===== src/rtl/jericalla_pkg.sv =====
// Shared types and instruction-word field positions for the Jericalla sequencer.
package jericalla_pkg;

  localparam int INSTR_W     = 17;
  localparam int RAM_DIR_MSB = 16;
  localparam int RAM_DIR_LSB = 13;
  localparam int ALU_OP_MSB  = 12;
  localparam int ALU_OP_LSB  = 9;
  localparam int ROM_DIR1_MSB = 8;
  localparam int ROM_DIR1_LSB = 5;
  localparam int ROM_DIR2_MSB = 4;
  localparam int ROM_DIR2_LSB = 1;
  localparam int RAM_EN      = 0;

  typedef enum logic [2:0] {
    IDLE,
    FETCH,
    SETTLE,
    COMMIT,
    FINISH
  } state_t;

  // Same word with the RAM write enable cleared, used while the datapath settles.
  function automatic logic [INSTR_W-1:0] mask_we(input logic [INSTR_W-1:0] w);
    return {w[INSTR_W-1:RAM_EN+1], 1'b0};
  endfunction

endpackage


===== src/rtl/jericalla_prog_mem.sv =====
// Program buffer: synchronous write, combinational read (the sequencer registers the read).
module jericalla_prog_mem
  import jericalla_pkg::*;
#(
  parameter int PROG_DEPTH = 16
) (
  input  logic                          clk,
  input  logic                          we,
  input  logic [$clog2(PROG_DEPTH)-1:0] waddr,
  input  logic [INSTR_W-1:0]            wdata,
  input  logic [$clog2(PROG_DEPTH)-1:0] raddr,
  output logic [INSTR_W-1:0]            rdata
);

  logic [INSTR_W-1:0] mem [PROG_DEPTH];

  always_ff @(posedge clk) begin
    if (we) mem[waddr] <= wdata;
  end

  assign rdata = mem[raddr];

endmodule


===== src/rtl/jericalla_secuenciador.sv =====
// Program sequencer: issues buffered instruction words to the Jericalla datapath,
// holding each one with RAM write masked for SETTLE_CYCLES before a one-cycle commit.
module jericalla_secuenciador
  import jericalla_pkg::*;
#(
  parameter int PROG_DEPTH    = 16,
  parameter int SETTLE_CYCLES = 2
) (
  input  logic                          clk,
  input  logic                          rst_n,
  input  logic                          ProgWe,
  input  logic [$clog2(PROG_DEPTH)-1:0] ProgAddr,
  input  logic [INSTR_W-1:0]            ProgData,
  input  logic [$clog2(PROG_DEPTH):0]   ProgLen,
  input  logic                          StopOnZ,
  input  logic                          Start,
  input  logic                          Zflag,
  output logic [INSTR_W-1:0]            Instruccion,
  output logic [$clog2(PROG_DEPTH)-1:0] PC,
  output logic                          Busy,
  output logic                          Done,
  output logic                          ZeroHalt
);

  localparam int AW = $clog2(PROG_DEPTH);
  localparam int CW = $clog2(SETTLE_CYCLES + 1);
  localparam logic [AW:0]   DEPTH_L  = (AW+1)'(PROG_DEPTH);
  localparam logic [CW-1:0] CNT_INIT = CW'(SETTLE_CYCLES - 1);

  function automatic logic [AW:0] clamp_len(input logic [AW:0] l);
    return (l > DEPTH_L) ? DEPTH_L : l;
  endfunction

  state_t             state_q, state_d;
  logic [AW-1:0]      pc_q, pc_d;
  logic [AW:0]        len_q, len_d;
  logic               soz_q, soz_d;
  logic               zreg_q, zreg_d;
  logic [CW-1:0]      cnt_q, cnt_d;
  logic [INSTR_W-1:0] ins_q, ins_d;
  logic               busy_q, busy_d;
  logic               done_q, done_d;
  logic               zh_q, zh_d;
  logic [INSTR_W-1:0] word_p0;
  logic [INSTR_W-1:0] word_p1, word_d;

  // Host writes only land while idle so a running program cannot be altered.
  jericalla_prog_mem #(.PROG_DEPTH(PROG_DEPTH)) u_mem (
    .clk   (clk),
    .we    (ProgWe && (state_q == IDLE)),
    .waddr (ProgAddr),
    .wdata (ProgData),
    .raddr (pc_q),
    .rdata (word_p0)
  );

  always_comb begin
    state_d = state_q;
    pc_d    = pc_q;
    len_d   = len_q;
    soz_d   = soz_q;
    zreg_d  = zreg_q;
    cnt_d   = cnt_q;
    ins_d   = ins_q;
    busy_d  = busy_q;
    done_d  = 1'b0;
    zh_d    = zh_q;
    word_d  = word_p1;
    case (state_q)
      IDLE: begin
        ins_d = '0;
        if (Start) begin
          zh_d = 1'b0;
          if (ProgLen != '0) begin
            state_d = FETCH;
            len_d   = clamp_len(ProgLen);
            soz_d   = StopOnZ;
            pc_d    = '0;
            busy_d  = 1'b1;
          end else begin
            state_d = FINISH;
            done_d  = 1'b1;
          end
        end
      end
      FETCH: begin
        word_d  = word_p0;
        ins_d   = mask_we(word_p0);
        cnt_d   = CNT_INIT;
        state_d = SETTLE;
      end
      SETTLE: begin
        if (cnt_q == '0) begin
          zreg_d  = Zflag;
          ins_d   = word_p1;
          state_d = COMMIT;
        end else begin
          cnt_d = cnt_q - 1'b1;
        end
      end
      COMMIT: begin
        ins_d = '0;
        if ((soz_q && zreg_q) || ({1'b0, pc_q} == len_q - 1'b1)) begin
          state_d = FINISH;
          done_d  = 1'b1;
          busy_d  = 1'b0;
          zh_d    = soz_q && zreg_q;
        end else begin
          pc_d    = pc_q + 1'b1;
          state_d = FETCH;
        end
      end
      FINISH: begin
        ins_d   = '0;
        state_d = IDLE;
      end
      default: begin
        ins_d   = '0;
        state_d = IDLE;
      end
    endcase
  end

  // Control and output registers
  always_ff @(posedge clk) begin
    if (!rst_n) begin
      state_q <= IDLE;
      pc_q    <= '0;
      len_q   <= '0;
      soz_q   <= 1'b0;
      zreg_q  <= 1'b0;
      cnt_q   <= '0;
      ins_q   <= '0;
      busy_q  <= 1'b0;
      done_q  <= 1'b0;
      zh_q    <= 1'b0;
    end else begin
      state_q <= state_d;
      pc_q    <= pc_d;
      len_q   <= len_d;
      soz_q   <= soz_d;
      zreg_q  <= zreg_d;
      cnt_q   <= cnt_d;
      ins_q   <= ins_d;
      busy_q  <= busy_d;
      done_q  <= done_d;
      zh_q    <= zh_d;
    end
  end

  // Fetch stage: fetched word held for the settle/commit phases
  always_ff @(posedge clk) begin
    word_p1 <= word_d;
  end

  assign Instruccion = ins_q;
  assign PC          = pc_q;
  assign Busy        = busy_q;
  assign Done        = done_q;
  assign ZeroHalt    = zh_q;

endmodule


===== config.mk =====
export PLATFORM = sky130hd
export DESIGN_NAME = jericalla_secuenciador
export DESIGN_NICKNAME = d
export VERILOG_FILES = /design/src/rtl/jericalla_pkg.sv /design/src/rtl/jericalla_prog_mem.sv /design/src/rtl/jericalla_secuenciador.sv
export SDC_FILE = /design/constraint.sdc
export NUM_CORES = 1
export LEC_CHECK = 0
export ABC_AREA = 1
export CAP_MARGIN = 20
export CORE_MARGIN = 2
export CORE_UTILIZATION = 60
export DETAILED_ROUTE_END_ITERATION = 10
export PLACE_DENSITY = 0.79
export SETUP_SLACK_MARGIN = 0.3
export SYNTH_ARGS = -nofsm -noshare
export SYNTH_HDL_FRONTEND = slang
export SYNTH_SLANG_ARGS = --single-unit

===== constraint.sdc =====
create_clock -name clk -period 4.4 [get_ports clk]
set_input_delay 1.1 -clock clk [delete_from_list [all_inputs] [get_ports clk]]
set_output_delay 1.1 -clock clk [all_outputs]
set_load 0.02 [all_outputs]

==> impl_metrics.tcl <==
set metrics [dict create \
    drtPass1Iterations 5 \
    p_leak_nw 4.894 \
    netlist_area_sq_um 13030 \
    comb_power_share 0.186 \
    clk_pin_slew_worst_paths_ps 60 \
    cp-startpoint "ProgWe" \
    p_per_area_nw_per_um2 527.9 \
    synth_warnings 0 \
    die_y_microns 151.4 \
    cts-root-buf "clkbuf_16" \
    start_kind "input pin" \
    hpwl_mm 16.74 \
    synth_edf_count 289 \
    rsz0062_at_grt "no" \
    yosys_register_bits 329 \
    final_area_sq_um 14830 \
    ant_nets 0 \
    path_cells "clkdlybuf4s50_1, and2_1, nand3_1, nor2_2" \
    fin_crit_ps 2796 \
    gp_congestion 0.8171 \
    p_sw_mw 2.221 \
    hold_viol 0 \
    cts.sink_count 329 \
    clock_skew_ps 27.77 \
    synthTopCellsByCount "edfxtp_1 (289), nor2_1 (182), o21ai_0 (182)" \
    fin_nets 1134 \
    initial_utilization 0.6161 \
    routed_wl_mm 29.25 \
    grt_pass1_wl_mm 43.77 \
    via_per_inst 6.205 \
    critPathTopFamily "simple AND/OR/NAND/NOR gates" \
    clk_latency_ps 510 \
    drc 0 \
    synth_top_flop_cell "edfxtp_1" \
    clockBufferDepth 3 \
    io_pins 56 \
    timing.rr.end "word_p1[11]$_DFFE_PP_" \
    synth_cell_types 30 \
    power.internal_mw 5.606 \
    setup-tns-final_ps 0 \
    yosysMostFrequentCell "edfxtp_1" \
    hold_start "Busy$_SDFFE_PN0P_" \
    max_slew_margin 0.3124 \
    power_mw 7.827 \
    rows 53 \
    async_reset_ff_frac 0 \
    cts.repair.resized 0 \
    grt_max_degree 146 \
    dp.cells 1338 \
    hold_end "Busy$_SDFFE_PN0P_" \
    post-route-period-util 0.6356 \
    routedWlPerCell_microns 20.94 \
    cts_buffers 34 \
    syn_area_per_cell_sq_um 12.38 \
    synth_seq_area_share 0.7273 \
    postCtsHoldBufs 0 \
    cts_setup_buffers 0 \
    grt-ovfl-total 0 \
    synthCells 1053 \
    die-area_sq_um 22920 \
    max_freq_mhz 357.6 \
    cap_violations 0 \
    via_count 8668 \
    dpl-instance-area_sq_um 13780 \
    cts_tree "built" \
    slowest_stage "nor2_2" \
    drt_iter0_markers 969 \
    clock_power_share 0.348 \
    htreeDepth 2 \
    holdPathStages 2 \
    numPortBuffers 55 \
    area_delta_synth_final_pct 13.76 \
    antenna_found_initial 0 \
    synth_nets 1088 \
    synth_top_area_share 0.6659 \
    stdcell_count 1397 \
    r2r_slack_ps 1850 \
    swShare 0.2838 \
    worstPathArrival_ps 2910 \
    grt_pass1_vias 8028 \
    reg2regPathDepth 6 \
    max_slew.worst_pin.slew_ps 1030 \
    core_sq_um 21150 \
    final_util 0.7008 \
    cpPeakStageDelay_ps 850 \
    max-vdd-ir-drop_v 0.0003614 \
    endpoint_kind "flip-flop" \
    finalSetupViolCount 0 \
    die_w_microns 151.4 \
    path_max_fanout 17 \
    critical_path_class "in -> reg" \
    netlist_top_cells_area "edfxtp_1 (67%), o21ai_0 (7.0%), dfxtp_1 (6.1%)" \
    worstPathRequired_ps 4510 \
    drive_gt1_frac 0.07583 \
    status "finished clean" \
    slew_viol_final 0 \
    path_buf_inv 1 \
    yosysTopAreaCell "edfxtp_1" \
    track_usage 0.2572 \
    p_seq_frac 0.466 \
    hold_path.class "reg -> reg" \
]
==> state kept, by name, indices dropped and copies added, names as in the netlist, named ones only <==
signal	count
Busy	1
Instruccion	17
word_p1	17
ZeroHalt	1
state_q	3
u_mem.mem	272
soz_q	1
cnt_q	2
len_q	5
PC	4
Done	1
zreg_q	1
==> power by group through the flow <==
stage                     combinational (mW)  clock (mW)  sequential (mW)
final                                   1.45        2.72             3.65
after global routing                    1.60        2.86             3.66
after floorplan                        0.947           0             3.74
after global placement                  1.37           0             3.71
after CTS                               1.44        2.76             3.65
after detailed placement                1.41           0             3.71
==> kinds of logic (layout without fill, tap and decap cells) <==
logic type / after synthesis / in the layout / share of synthesized area
compound gates: 307 / 307 / 0.1356
simple gates: 303 / 303 / 0.09293
other cells: 0 / 1 / 0
buf+inv: 109 / 177 / 0.03994
fa+ha+maj: 3 / 3 / 0.002880
flops: 329 / 329 / 0.7273
xor+xnor: 2 / 2 / 0.001344
==> cell type report <==
type | instances | area (sq um)
Multi-Input combinational cell | 615 | 3079
Inverter | 48 | 185.2
Timing Repair Buffer | 71 | 683.2
Clock buffer | 48 | 934.6
Fill cell | 1398 | 6329
Tap cell | 275 | 344.1
Antenna cell | 1 | 2.502
Clock inverter | 10 | 111.4
Sequential cell | 329 | 9485
==> cell usage in the layout, fill, tap and decap left out, types with 2 or more instances in the layout <==
cell type        instances
a211oi_1                 4
a21oi_1                 45
buf_4                   15
bufinv_16                2
clkbuf_1                12
clkbuf_16               35
clkdlybuf4s50_1         55
clkinv_1                 4
clkinv_2                 2
dfxtp_1                 37
dfxtp_2                  2
edfxtp_1               289
ha_1                     3
inv_1                   42
inv_2                    3
inv_6                    3
nand2_1                 76
nand3_1                 36
nand4_1                  5
nor2_1                 166
nor2_2                  16
o211ai_1                31
o21ai_0                182
o21ai_1                  6
o221ai_1                37
==> worst max-delay path by stage <==
stage                                  end  slack, ps  depth (start not counted)
2_1_floorplan    u_mem.mem[0][0]$_DFFE_PP_       1870                          3
3_3_place_gp   u_mem.mem[14][11]$_DFFE_PP_       1190                          4
3_5_place_dp     u_mem.mem[9][4]$_DFFE_PP_       1130                          4
4_1_cts         u_mem.mem[9][16]$_DFFE_PP_       1630                          4
5_1_grt         u_mem.mem[9][16]$_DFFE_PP_       1490                          4
6_report        u_mem.mem[9][16]$_DFFE_PP_       1600                          4
==> metal layers <==
metal  share of wire  global-route usage  vias to the layer above
met4           0.023             0.08224                        0
met1            0.40              0.3511                     4230
met2            0.48              0.4192                      429
li1                -                   -                     3955
met5               0                   0                        -
met3           0.098             0.05361                       54
==> metrics by stage <==
step,setup slack (ps),hold WS (ps)
2_1_floorplan,1865,436.4
3_3_place_gp,1195,456.4
3_5_place_dp,1129,460.5
4_1_cts,1628,473.5
5_1_grt,1492,493.0
6_report,1604,472.2
==> worst reg2reg max path, delay by kind of cell (launching register included) <==
family,cells,cell delay (ps)
buffers and inverters,2,1310
DFF,1,330
AOI/OAI and AO/OA,2,330
and+or+nand+nor,2,310
Note: power is estimated with default switching activity, not from simulation.
